`config.mk`:
```
export PLATFORM = sky130hd
export DESIGN_NAME = test1_apb_sequencer_flat
export DESIGN_NICKNAME = d
export VERILOG_FILES = /design/src/rtl/test1_seq_pkg.sv /design/src/rtl/test1_apb_sequencer_if.sv /design/src/rtl/test1_apb_xfer.sv /design/src/rtl/test1_apb_sequencer.sv /design/src/flat_wrapper.sv
export SDC_FILE = /design/constraint.sdc
export NUM_CORES = 1
export LEC_CHECK = 0
export ABC_AREA = 1
export CAP_MARGIN = 40
export CELL_PAD_IN_SITES_DETAIL_PLACEMENT = 0
export CELL_PAD_IN_SITES_GLOBAL_PLACEMENT = 1
export CORE_MARGIN = 10
export CORE_UTILIZATION = 29
export CTS_CLUSTER_SIZE = 20
export DETAILED_ROUTE_END_ITERATION = 7
export GPL_TIMING_DRIVEN = 0
export PLACE_DENSITY_LB_ADDON = 0.1
export SLEW_MARGIN = 20
export SYNTH_ARGS = -nofsm -noshare
export SYNTH_HDL_FRONTEND = slang
export SYNTH_SLANG_ARGS = --single-unit
```
`constraint.sdc`:
```
create_clock -name clk -period 1.6 [get_ports clk]
set_clock_uncertainty 0.15 [all_clocks]
set_input_delay 0.32 -clock clk [delete_from_list [all_inputs] [get_ports clk]]
set_output_delay 0.32 -clock clk [all_outputs]
set_load 0.1 [all_outputs]
```
`src/rtl/test1_seq_pkg.sv`:
```
// Shared definitions for the TEST1 APB sequencer: register offsets, opcodes, FSM states.
// Latency: n/a (declarations only).
// Backpressure: n/a.
package test1_seq_pkg;

  // Peripheral register map, relative to the sequencer's BASE_ADDR
  localparam logic [7:0] OFF_X    = 8'h00;
  localparam logic [7:0] OFF_Y    = 8'h04;
  localparam logic [7:0] OFF_Z    = 8'h08;
  localparam logic [7:0] OFF_TRIG = 8'h0C;  // write = add, read = sub
  localparam logic [7:0] OFF_MAC  = 8'h10;  // write acc = mac

  typedef enum logic [1:0] {
    OP_ADD  = 2'd0,
    OP_SUB  = 2'd1,
    OP_MAC  = 2'd2,
    OP_RSVD = 2'd3
  } op_e;

  typedef enum logic [2:0] {
    ST_IDLE = 3'd0,
    ST_WR_X = 3'd1,
    ST_WR_Y = 3'd2,
    ST_TRIG = 3'd3,
    ST_RD_Z = 3'd4,
    ST_RESP = 3'd5
  } seq_state_e;

endpackage

```
`src/rtl/test1_apb_sequencer_if.sv`:
```
// Request/response channels plus APB master bus of the TEST1 sequencer.
// Latency: n/a (signal bundle only).
// Backpressure: req and rsp are valid/ready; APB completion is spready.
// Modports: master = sequencer side, slave = requester/consumer/peripheral side.
interface test1_apb_sequencer_if #(
  parameter int BW_ADDR = 32,
  parameter int BW_DATA = 32
);
  logic               req_valid;
  logic               req_ready;
  logic [1:0]         req_op;
  logic [BW_DATA-1:0] req_x;
  logic [BW_DATA-1:0] req_y;
  logic [BW_DATA-1:0] req_acc;

  logic               rsp_valid;
  logic               rsp_ready;
  logic [BW_DATA-1:0] rsp_data;
  logic               rsp_err;

  logic               spsel;
  logic               spenable;
  logic               spwrite;
  logic [BW_ADDR-1:0] spaddr;
  logic [BW_DATA-1:0] spwdata;
  logic [BW_DATA-1:0] sprdata;
  logic               spready;
  logic               spslverr;

  modport master (
    input  req_valid, req_op, req_x, req_y, req_acc, rsp_ready,
           sprdata, spready, spslverr,
    output req_ready, rsp_valid, rsp_data, rsp_err,
           spsel, spenable, spwrite, spaddr, spwdata
  );

  modport slave (
    output req_valid, req_op, req_x, req_y, req_acc, rsp_ready,
           sprdata, spready, spslverr,
    input  req_ready, rsp_valid, rsp_data, rsp_err,
           spsel, spenable, spwrite, spaddr, spwdata
  );
endinterface

```
`src/rtl/test1_apb_xfer.sv`:
```
// Single APB transfer engine: start -> SETUP -> ACCESS (held until pready) -> done/err.
// Latency: SETUP in the cycle after start, ACCESS the cycle after; done when pready in ACCESS.
// Backpressure: ACCESS waits on pready; with TEST1_SEQ_TIMEOUT_EN it gives up after TIMEOUT_CYCLES.
// Ports: start/addr/write/wdata in; done/err/rdata out (combinational, valid in the
// completing ACCESS cycle); psel/penable/pwrite/paddr/pwdata registered APB outputs.
module test1_apb_xfer #(
  parameter int BW_ADDR        = 32,
  parameter int BW_DATA        = 32,
  parameter int TIMEOUT_CYCLES = 16
) (
  input  logic               clk,
  input  logic               rstnn,
  input  logic               start,
  input  logic [BW_ADDR-1:0] addr,
  input  logic               write,
  input  logic [BW_DATA-1:0] wdata,
  output logic               done,
  output logic               err,
  output logic [BW_DATA-1:0] rdata,
  output logic               psel,
  output logic               penable,
  output logic               pwrite,
  output logic [BW_ADDR-1:0] paddr,
  output logic [BW_DATA-1:0] pwdata,
  input  logic [BW_DATA-1:0] prdata,
  input  logic               pready,
  input  logic               pslverr
);

  logic access_ph;
  logic timeout;

  assign access_ph = psel & penable;

`ifdef TEST1_SEQ_TIMEOUT_EN
  localparam int CW = $clog2(TIMEOUT_CYCLES + 1);
  logic [CW-1:0] tmo_cnt;

  // Counts ACCESS cycles without pready; restarted by every new SETUP
  always_ff @(posedge clk or negedge rstnn) begin
    if (!rstnn)                   tmo_cnt <= '0;
    else if (start)               tmo_cnt <= '0;
    else if (access_ph && !pready) tmo_cnt <= tmo_cnt + CW'(1);
  end

  assign timeout = access_ph & ~pready & (tmo_cnt == CW'(TIMEOUT_CYCLES - 1));
`else
  logic [31:0] unused_tmo;
  assign unused_tmo = 32'(TIMEOUT_CYCLES);
  assign timeout    = 1'b0;
`endif

  assign done  = (access_ph & pready) | timeout;
  assign err   = (access_ph & pready & pslverr) | timeout;
  assign rdata = prdata;

  // A new start may coincide with the previous transfer's completion, giving
  // back-to-back SETUP without an idle cycle in between.
  always_ff @(posedge clk or negedge rstnn) begin
    if (!rstnn) begin
      psel    <= 1'b0;
      penable <= 1'b0;
      pwrite  <= 1'b0;
      paddr   <= '0;
      pwdata  <= '0;
    end else if (start) begin
      psel    <= 1'b1;
      penable <= 1'b0;
      pwrite  <= write;
      paddr   <= addr;
      pwdata  <= wdata;
    end else if (psel && !penable) begin
      penable <= 1'b1;
    end else if (done) begin
      psel    <= 1'b0;
      penable <= 1'b0;
    end
  end

endmodule

```
`src/rtl/test1_apb_sequencer.sv`:
```
// Runs one TEST1 operation per request: write X, write Y, trigger, read Z, then respond.
// Latency: zero-wait slave gives rsp_valid 9 cycles after accept; +1 per APB wait state.
// Backpressure: req_ready only in IDLE; response held until rsp_ready.
// Ports: clk, rstnn (async active-low), bus (test1_apb_sequencer_if.master).
// Optional TEST1_SEQ_TIMEOUT_EN: abort with rsp_err when pready stays low TIMEOUT_CYCLES.
module test1_apb_sequencer
  import test1_seq_pkg::*;
#(
  parameter int                 BW_ADDR        = 32,
  parameter int                 BW_DATA        = 32,
  parameter logic [BW_ADDR-1:0] BASE_ADDR      = '0,
  parameter int                 TIMEOUT_CYCLES = 16
) (
  input logic                      clk,
  input logic                      rstnn,
  test1_apb_sequencer_if.master    bus
);

  seq_state_e         state, state_nxt;
  op_e                op_q;
  logic [BW_DATA-1:0] y_q, acc_q;

  logic               req_take;
  logic               x_start, x_write, x_done, x_err;
  logic [BW_ADDR-1:0] x_addr;
  logic [BW_DATA-1:0] x_wdata, x_rdata;

  logic               rsp_load, rsp_err_nxt;
  logic [BW_DATA-1:0] rsp_data_nxt;

  assign bus.req_ready = (state == ST_IDLE);

  // Next access is issued combinationally so its SETUP lands in the cycle
  // right after the accept / previous completion.
  always_comb begin
    state_nxt    = state;
    req_take     = 1'b0;
    x_start      = 1'b0;
    x_addr       = BASE_ADDR;
    x_write      = 1'b0;
    x_wdata      = '0;
    rsp_load     = 1'b0;
    rsp_err_nxt  = 1'b0;
    rsp_data_nxt = '0;
    unique case (state)
      ST_IDLE: begin
        if (bus.req_valid) begin
          req_take = 1'b1;
          if (op_e'(bus.req_op) == OP_RSVD) begin
            state_nxt   = ST_RESP;
            rsp_load    = 1'b1;
            rsp_err_nxt = 1'b1;
          end else begin
            state_nxt = ST_WR_X;
            x_start   = 1'b1;
            x_addr    = BASE_ADDR + BW_ADDR'(OFF_X);
            x_write   = 1'b1;
            x_wdata   = bus.req_x;
          end
        end
      end
      ST_WR_X, ST_WR_Y, ST_TRIG, ST_RD_Z: begin
        if (x_err) begin
          // slave error (or timeout) abandons the remaining accesses
          state_nxt   = ST_RESP;
          rsp_load    = 1'b1;
          rsp_err_nxt = 1'b1;
        end else if (x_done) begin
          unique case (state)
            ST_WR_X: begin
              state_nxt = ST_WR_Y;
              x_start   = 1'b1;
              x_addr    = BASE_ADDR + BW_ADDR'(OFF_Y);
              x_write   = 1'b1;
              x_wdata   = y_q;
            end
            ST_WR_Y: begin
              state_nxt = ST_TRIG;
              x_start   = 1'b1;
              unique case (op_q)
                OP_SUB: x_addr = BASE_ADDR + BW_ADDR'(OFF_TRIG);
                OP_MAC: begin
                  x_addr  = BASE_ADDR + BW_ADDR'(OFF_MAC);
                  x_write = 1'b1;
                  x_wdata = acc_q;
                end
                default: begin
                  x_addr  = BASE_ADDR + BW_ADDR'(OFF_TRIG);
                  x_write = 1'b1;
                end
              endcase
            end
            ST_TRIG: begin
              state_nxt = ST_RD_Z;
              x_start   = 1'b1;
              x_addr    = BASE_ADDR + BW_ADDR'(OFF_Z);
            end
            default: begin
              state_nxt    = ST_RESP;
              rsp_load     = 1'b1;
              rsp_data_nxt = x_rdata;
            end
          endcase
        end
      end
      ST_RESP: if (bus.rsp_ready) state_nxt = ST_IDLE;
      default: state_nxt = ST_IDLE;
    endcase
  end

  always_ff @(posedge clk or negedge rstnn) begin
    if (!rstnn) state <= ST_IDLE;
    else        state <= state_nxt;
  end

  // X goes straight into the first access; only Y and acc are needed later
  always_ff @(posedge clk or negedge rstnn) begin
    if (!rstnn) begin
      op_q  <= OP_ADD;
      y_q   <= '0;
      acc_q <= '0;
    end else if (req_take) begin
      op_q  <= op_e'(bus.req_op);
      y_q   <= bus.req_y;
      acc_q <= bus.req_acc;
    end
  end

  always_ff @(posedge clk or negedge rstnn) begin
    if (!rstnn) begin
      bus.rsp_valid <= 1'b0;
      bus.rsp_data  <= '0;
      bus.rsp_err   <= 1'b0;
    end else if (rsp_load) begin
      bus.rsp_valid <= 1'b1;
      bus.rsp_data  <= rsp_data_nxt;
      bus.rsp_err   <= rsp_err_nxt;
    end else if (state == ST_RESP && bus.rsp_ready) begin
      bus.rsp_valid <= 1'b0;
    end
  end

  test1_apb_xfer #(
    .BW_ADDR        (BW_ADDR),
    .BW_DATA        (BW_DATA),
    .TIMEOUT_CYCLES (TIMEOUT_CYCLES)
  ) u_xfer (
    .clk     (clk),
    .rstnn   (rstnn),
    .start   (x_start),
    .addr    (x_addr),
    .write   (x_write),
    .wdata   (x_wdata),
    .done    (x_done),
    .err     (x_err),
    .rdata   (x_rdata),
    .psel    (bus.spsel),
    .penable (bus.spenable),
    .pwrite  (bus.spwrite),
    .paddr   (bus.spaddr),
    .pwdata  (bus.spwdata),
    .prdata  (bus.sprdata),
    .pready  (bus.spready),
    .pslverr (bus.spslverr)
  );

endmodule

```
`src/flat_wrapper.sv`:
```
// flat-port wrapper written by rule: the top's interface ports become plain ports
module test1_apb_sequencer_flat import test1_seq_pkg::*;
#(
  parameter int                 BW_ADDR        = 32,
  parameter int                 BW_DATA        = 32,
  parameter logic [BW_ADDR-1:0] BASE_ADDR      = '0,
  parameter int                 TIMEOUT_CYCLES = 16
)
  (clk, rstnn, bus_req_valid, bus_req_op, bus_req_x, bus_req_y, bus_req_acc, bus_rsp_ready, bus_sprdata, bus_spready, bus_spslverr, bus_req_ready, bus_rsp_valid, bus_rsp_data, bus_rsp_err, bus_spsel, bus_spenable, bus_spwrite, bus_spaddr, bus_spwdata);
  test1_apb_sequencer_if #(.BW_ADDR(BW_ADDR), .BW_DATA(BW_DATA)) bus_i ();
  input logic clk;
  input logic rstnn;
  input wire logic [$bits(bus_i.req_valid)-1:0] bus_req_valid;
  input wire logic [$bits(bus_i.req_op)-1:0] bus_req_op;
  input wire logic [$bits(bus_i.req_x)-1:0] bus_req_x;
  input wire logic [$bits(bus_i.req_y)-1:0] bus_req_y;
  input wire logic [$bits(bus_i.req_acc)-1:0] bus_req_acc;
  input wire logic [$bits(bus_i.rsp_ready)-1:0] bus_rsp_ready;
  input wire logic [$bits(bus_i.sprdata)-1:0] bus_sprdata;
  input wire logic [$bits(bus_i.spready)-1:0] bus_spready;
  input wire logic [$bits(bus_i.spslverr)-1:0] bus_spslverr;
  output wire logic [$bits(bus_i.req_ready)-1:0] bus_req_ready;
  output wire logic [$bits(bus_i.rsp_valid)-1:0] bus_rsp_valid;
  output wire logic [$bits(bus_i.rsp_data)-1:0] bus_rsp_data;
  output wire logic [$bits(bus_i.rsp_err)-1:0] bus_rsp_err;
  output wire logic [$bits(bus_i.spsel)-1:0] bus_spsel;
  output wire logic [$bits(bus_i.spenable)-1:0] bus_spenable;
  output wire logic [$bits(bus_i.spwrite)-1:0] bus_spwrite;
  output wire logic [$bits(bus_i.spaddr)-1:0] bus_spaddr;
  output wire logic [$bits(bus_i.spwdata)-1:0] bus_spwdata;
  assign bus_i.req_valid = bus_req_valid;
  assign bus_i.req_op = bus_req_op;
  assign bus_i.req_x = bus_req_x;
  assign bus_i.req_y = bus_req_y;
  assign bus_i.req_acc = bus_req_acc;
  assign bus_i.rsp_ready = bus_rsp_ready;
  assign bus_i.sprdata = bus_sprdata;
  assign bus_i.spready = bus_spready;
  assign bus_i.spslverr = bus_spslverr;
  assign bus_req_ready = bus_i.req_ready;
  assign bus_rsp_valid = bus_i.rsp_valid;
  assign bus_rsp_data = bus_i.rsp_data;
  assign bus_rsp_err = bus_i.rsp_err;
  assign bus_spsel = bus_i.spsel;
  assign bus_spenable = bus_i.spenable;
  assign bus_spwrite = bus_i.spwrite;
  assign bus_spaddr = bus_i.spaddr;
  assign bus_spwdata = bus_i.spwdata;
  test1_apb_sequencer #(.BW_ADDR(BW_ADDR), .BW_DATA(BW_DATA), .BASE_ADDR(BASE_ADDR), .TIMEOUT_CYCLES(TIMEOUT_CYCLES)) u_core (.clk(clk), .rstnn(rstnn), .bus(bus_i));
endmodule
```
Word level (Yosys, flattened, before mapping)
Index checks and enable logic that the tools add are counted.
Widths: inputs -> output; s select.
{ "word_totals": {"regBits": 170, "latchBits": 0, "mem_bits_rw": 0, "mem_bits_ro": 0, "in_bits": 136, "output_inout_bits": 102, "word_cells": 89, "memories": 0} }
{ "op_classes": {"add_sub_neg": 0, "n_mul": 0, "div_mod_pow": 0, "magnitude_cmp": 0, "n_eq_ne": 12, "n_shift": 0, "n_mux": 51, "n_bitwise": 3, "reduce_logical": 11} }
{ "ops": {"columns": ["op", "n"], "rows": [
  ["$mux 32", 12],
  ["$pmux 32 s2", 2],
  ["$pmux 32 s3", 1],
  ["$mux 1", 23],
  ["$pmux 3 s3", 2],
  ["$mux 3", 5],
  ["$pmux 1 s2", 5],
  ["$eq 3x2->1 const B", 2],
  ["$eq 3x3->1 const B", 2],
  ["$ne 2x2->1 const B", 3],
  ["$mux 5", 1],
  ["$eq 2x2->1 const B", 2],
  ["$reduce_bool 2->1", 2],
  ["$reduce_or 4->1", 1],
  ["$and 1x1->1", 3],
  ["$eq 3x1->1 const B", 1],
  ["$logic_not 3->1", 1],
  ["$ne 3x3->1 const B", 1],
  ["$reduce_and 3->1", 1],
  ["$reduce_bool 3->1", 1],
  ["$reduce_or 3->1", 1],
  ["$eq 2x1->1 const B", 1],
  ["$logic_and 1x1->1", 2],
  ["$reduce_and 2->1", 1],
  ["$logic_not 1->1", 1]
]} }

Longest topological paths before layout
Gate-level depths: netlist of run 1.
{ "logic_depth": {"ltp_word": 8, "depth_mapped": 10} }

By module
Synthesis of run 1 repeated with hierarchy kept, for this count alone.
{ "hier_totals": {"hier_cells": 1014, "hier_area_um2": 7838.8} }
{ "modules_own_cells": {"columns": ["mod", "instances", "cells_each", "area_per_inst_um2", "seq_area_each_um2"], "rows": [
  ["test1_apb_sequencer", 1, 695, 5056.1, 2577.5],
  ["test1_apb_xfer", 1, 319, 2782.7, 1676.6]
]} }

Worst setup path after synthesis of run 1
Ideal clock, no wire load.
{ "synth_path": {"kind": "register -> register", "startpoint": "register u_core.state[0]", "endpoint": "register u_core.acc_q[0]", "arrival_time_ps": 2067, "required_time_ps": 1334, "setup_slack_ps": -733, "stages_incl_launch_ff": 9, "n_path_buf": 2, "synth_period_minus_slack_ps": 2333, "path_cell_list": "dfrtp_1 -> buf_2 -> nor2_2 -> nand2_2 -> inv_1 -> nand2_1 -> buf_2 -> nand2_1 -> nand2_1"} }
{ "synth_between": {"elab_chain_cells": 2} }
{ "synth_rtl": {"columns": ["element", "line_no", "rtl"], "rows": [
  ["from (decl)", "test1_apb_sequencer.sv:19", "seq_state_e state, state_nxt;"],
  ["from (signal assigned)", "test1_apb_sequencer.sv:113", "else state <= state_nxt;"],
  ["$logic_not 3->1", null, null],
  ["named net bus_req_ready", "flat_wrapper.sv:22", "output wire logic [$bits(bus_i.req_ready)-1:0] bus_req_ready;"],
  ["$mux 1", "test1_apb_sequencer.sv:45", "unique case (state)"],
  ["to (signal assigned)", "test1_apb_sequencer.sv:125", "acc_q <= bus.req_acc;"],
  ["to (decl)", "test1_apb_sequencer.sv:21", "logic [BW_DATA-1:0] y_q, acc_q;"]
]} }
The timed path passes the listed nets, and every way through them passes these cells.
A chain may end at the register's enable or synchronous reset.

Worst setup path after layout of run 1
{ "layout_path": {"startpoint": "register u_core.state[0]", "endpoint": "output port bus_req_ready"} }
{ "layout_between": {"elab_chain_cells": 1} }
{ "layout_rtl": {"columns": ["element", "line_no", "rtl"], "rows": [
  ["$logic_not 3->1", "test1_apb_sequencer.sv:31", "assign bus.req_ready = (state == ST_IDLE);"],
  ["to (decl)", "flat_wrapper.sv:22", null]
]} }
Every way passes these cells.

==> insert_results.sql, run 1 <==
INSERT INTO impl_metrics (metric_group, metric, value, unit) VALUES
('status', 'outcome', 'complete, but fails checks', ''),
('status', 'failed_checks', 'setup timing', ''),
('grt', 'grt_pass1_vias', '7323', ''),
('min_path', 'holdCritPathClass', 'input port to register', ''),
('setup_path', 'criticalPathCategory', 'register to output pin', ''),
('layout', 'area_delta_synth_final', '115', '%'),
('floorplanning', 'die_width', '170', 'microns'),
('clocking', 'path_clk_slew', '0.06', 'ns'),
('grt', 'globalRouteTotalUtil', '0.183', ''),
('yosys', 'yosysTopAreaCell', 'dfrtp_1', ''),
('layout', 'mostFrequentLayoutCell', 'nand2_1', ''),
('sta', 'timing.final.crit_period', '1.91', 'ns'),
('route', 'drt_pass1_iterations', '5', ''),
('yosys', 'synth.ff_latch_count', '141', ''),
('sta', 'final_critical_path_setup_slack', '-0.309', 'ns'),
('yosys', 'number_of_flops_mapped_to_enable_cells_by_yosys', '0', ''),
('place', 'routabilityCongestion', '0.771', ''),
('grt', 'groute.layer.met2.usage', '0.307', ''),
('sta', 'achievable-frequency', '524', 'MHz'),
('floorplanning', 'die_area', '28900', 'sq um'),
('power_and_ir_drop', 'static-leakage-power', '7.27', 'nW'),
('floorplanning', 'pin_count', '238', ''),
('clocking', 'cts_inserted_buffers', '17', ''),
('layout', 'layout.cells.non_filler', '1528', ''),
('yosys', 'synth_area_per_cell', '7.96', 'sq um'),
('yosys', 'async_reset_ff_frac', '1.00', ''),
('sta', 'final_hold_viol_count', '0', ''),
('sta', 'tightestPinTransition', '0.541', 'ns'),
('place', 'port_buffer_count', '208', ''),
('yosys', 'yosysTopAreaCellShare', '0.540', ''),
('route', 'detailed_route_via_count', '7013', ''),
('route', 'finalWirelength', '27700', 'microns'),
('layout', 'final_design_area_no_fill', '14100', 'sq um'),
('grt', 'grt_pass1_wl', '41500', 'microns'),
('route', 'route.antenna.remaining_nets', '0', ''),
('setup_path', 'worstPathArrival', '1.44', 'ns'),
('layout', 'drive_gt1_frac', '0.477', ''),
('grt', 'maximum_number_of_pins_on_one_net_before_global_route_repair', '80', ''),
('power_and_ir_drop', 'ir_worst_vdd', '1.55', 'mV'),
('grt', 'globalRouteOverflowTotal', '0', ''),
('floorplanning', 'fp.dieH', '170', 'microns'),
('floorplanning', 'initial_core_util', '0.297', ''),
('layout', 'nets', '1369', ''),
('yosys', 'postSynthCellCount', '821', ''),
('route', 'remaining_drc_errors', '0', ''),
('place', 'placed_cells_incl_taps', '1411', ''),
('power_and_ir_drop', 'powerDensity', '2180', 'nW/um^2'),
('sta', 'fin_hold_ws', '0.275', 'ns'),
('yosys', 'synthTopCellsByArea', 'dfrtp_1 (54%), nand2_1 (22%), nand3_1 (13%)', ''),
('clocking', 'cts_htree_levels', '4', ''),
('sta', 'max_slew_vio_count', '0', ''),
('floorplanning', 'num_rows', '54', ''),
('clocking', 'cts_buffer_depth', '2', ''),
('yosys', 'mappedNetlistArea', '6540', 'sq um'),
('yosys', 'synth.lib_cells_used.distinct', '23', ''),
('route', 'detail_route.iter0.violations', '488', ''),
('grt', 'grt_util_met3', '0.0581', ''),
('sta', 'rsz0062_at_grt', 'yes', ''),
('grt', 'globalRoute.busiestLayer', 'met2', ''),
('setup_path', 'crit_fanout', '3', ''),
('sta', 'timing.max_slew.rel_slack', '0.639', ''),
('clocking', 'cts_tree', 'built', ''),
('yosys', 'synth_sequential_area_ratio', '0.540', ''),
('job', 'drv.max_cap_violation_count', '0', ''),
('grt', 'grt_antenna_before_repair', '4', ''),
('clocking', 'insertion_delay', '0.43', 'ns'),
('place', 'dp_hpwl', '17900', 'microns'),
('yosys', 'synth_ff_type', 'dfrtp_1', ''),
('clocking', 'clock_tree_root_driver_cell', 'clkbuf_16', ''),
('layout', 'n_fill_cell', '1807', ''),
('clocking', 'cts_num_sinks', '141', ''),
('setup_path', 'worstPathRequired', '1.13', 'ns'),
('setup_path', 'timing.critical_path.to_type', 'output pin', ''),
('sta', 'final.period_utilization', '1.19', ''),
('place', 'postPlaceCellArea', '10800', 'sq um'),
('floorplanning', 'placeableCoreArea', '22000', 'sq um'),
('route', 'routed_wire_length_per_instance', '18.1', 'microns'),
('setup_path', 'worstSetupStartpointType', 'register', ''),
('yosys', 'ys_warn_count', '0', ''),
('sta', 'setup-violations-final', '134', ''),
('route', 'route.detailed.vias_per_inst', '4.59', ''),
('layout', 'top_library_cells_by_usage_in_the_layout_fill_and_taps_aside', 'nand2_1 (247), dfrtp_1 (136), clkdlybuf4s50_1 (134), buf_4 (97), nand3_2 (89)', ''),
('grt', 'grtUsageMet1', '0.224', '');
[kinds of logic after synthesis]
family / count (synthesis) / synth area share
compound gates: 13 / 0.0111
buf+inv: 95 / 0.0818
flops: 141 / 0.540
other cells: 1 / 0.000574
simple gates: 571 / 0.367
[critical path, cell delays in order (launching register included)]
cell and delay (ns):
dfrtp_2 0.44, nor2_4 0.15, nand2_4 0.08, clkinvlp_4 0.08
buf_6 0.10, buf_16 0.16
[synthesized netlist by cell type, types with 2 or more instances]
library cell,count
nor2_1,7
nand2_2,3
nor2_2,3
buf_6,5
nand3_1,170
nand2_1,383
nand3_2,2
dfrtp_1,141
o21ai_0,9
buf_4,29
buf_2,25
inv_1,17
clkbuf_1,17
[routing by layer]
layer,up-vias,part of all wire,wire length [microns]
met4,4,0.0076,210
li1,3402,-,-
met2,215,0.51,14000
met5,-,0.00094,26
met1,3376,0.41,11400
met3,16,0.071,1980
[registers in the layout, summed over array words and instances (netlist names)]
signal,count
u_core.acc_q,32
u_core.u_xfer.pwrite,1
u_core.u_xfer.pwdata,32
u_core.state,3
u_core.op_q,2
u_core.bus.rsp_err,1
u_core.bus.rsp_data,32
u_core.bus.rsp_valid,1
u_core.u_xfer.psel,1
u_core.u_xfer.paddr,3
u_core.u_xfer.penable,1
u_core.y_q,32
[report_power, final]
group          internal (W)  switching (W)
sequential          0.00519        0.00123
clock               0.00249        0.00163
combinational       0.00859         0.0115
total                0.0163         0.0144
[path summary, 6_finish.rpt]
path	start	endpoint	slack, ns	cells past startpoint
min reg2reg	u_core.y_q[17]$_DFFE_PN0P_	u_core.y_q[17]$_DFFE_PN0P_	0.32	2
max	u_core.state[0]$_DFFE_PN0P_	bus_req_ready	-0.31	5
max reg2reg	u_core.state[0]$_DFFE_PN0P_	u_core.u_xfer.pwdata[21]$_DFFE_PN0P_	-0.27	10
max in group asynchronous	rstnn	u_core.u_xfer.pwdata[13]$_DFFE_PN0P_	0.21	3
min	bus_req_y[19]	u_core.y_q[19]$_DFFE_PN0P_	0.27	3
min in group asynchronous	rstnn	u_core.bus.rsp_data[9]$_DFFE_PN0P_	0.30	2
[final cells by class]
| class | instances | area, sq um | area share |
|---|---|---|---|
| repair buffers | 368 | 4840 | 0.344 |
| multi-input cells | 615 | 3880 | 0.275 |
| flip-flops and latches | 141 | 3540 | 0.251 |
| plain buffers | 72 | 766 | 0.0544 |
| clock buffers | 18 | 439 | 0.0312 |
| well taps | 280 | 350 | 0.0249 |
| clock inverters | 13 | 166 | 0.0118 |
| inverters | 18 | 93.8 | 0.00667 |
| diodes | 3 | 7.51 | 0.000533 |
[per-stage QoR]
step	worst slack (ns)	setup TNS (ns)	total power (W)	utilization
final	-0.309	-20.63	0.0307	0.639
after floorplan	-0.290	-24.05	0.0153	-
after global routing	-0.376	-31.79	0.0321	0.639
after detailed placement	-0.875	-87.52	0.0225	0.492
after global placement	-7.18	-976.32	0.0187	0.418
after CTS	-0.333	-25.08	0.0295	0.594
[timing repair]
| action | in CTS | in global routing |
|---|---|---|
| gates resized for setup | 591 | 248 |
| hold endpoints to repair | 62 | 0 |
| endpoints found under the setup margin | 214 | 205 |
| gates cloned | 15 | 9 |
| hold buffers | 1 | 0 |
| buffers inserted | 67 | 31 |
| pin swaps | 44 | 90 |
(Power assumes the default switching activity.)
==> run 2: changes to the inputs <==
- ABC_CLOCK_PERIOD_IN_PS: default -> 1600
==> results of run 2 <==
Final layout, timing and power as in run 1 (identical DEF).
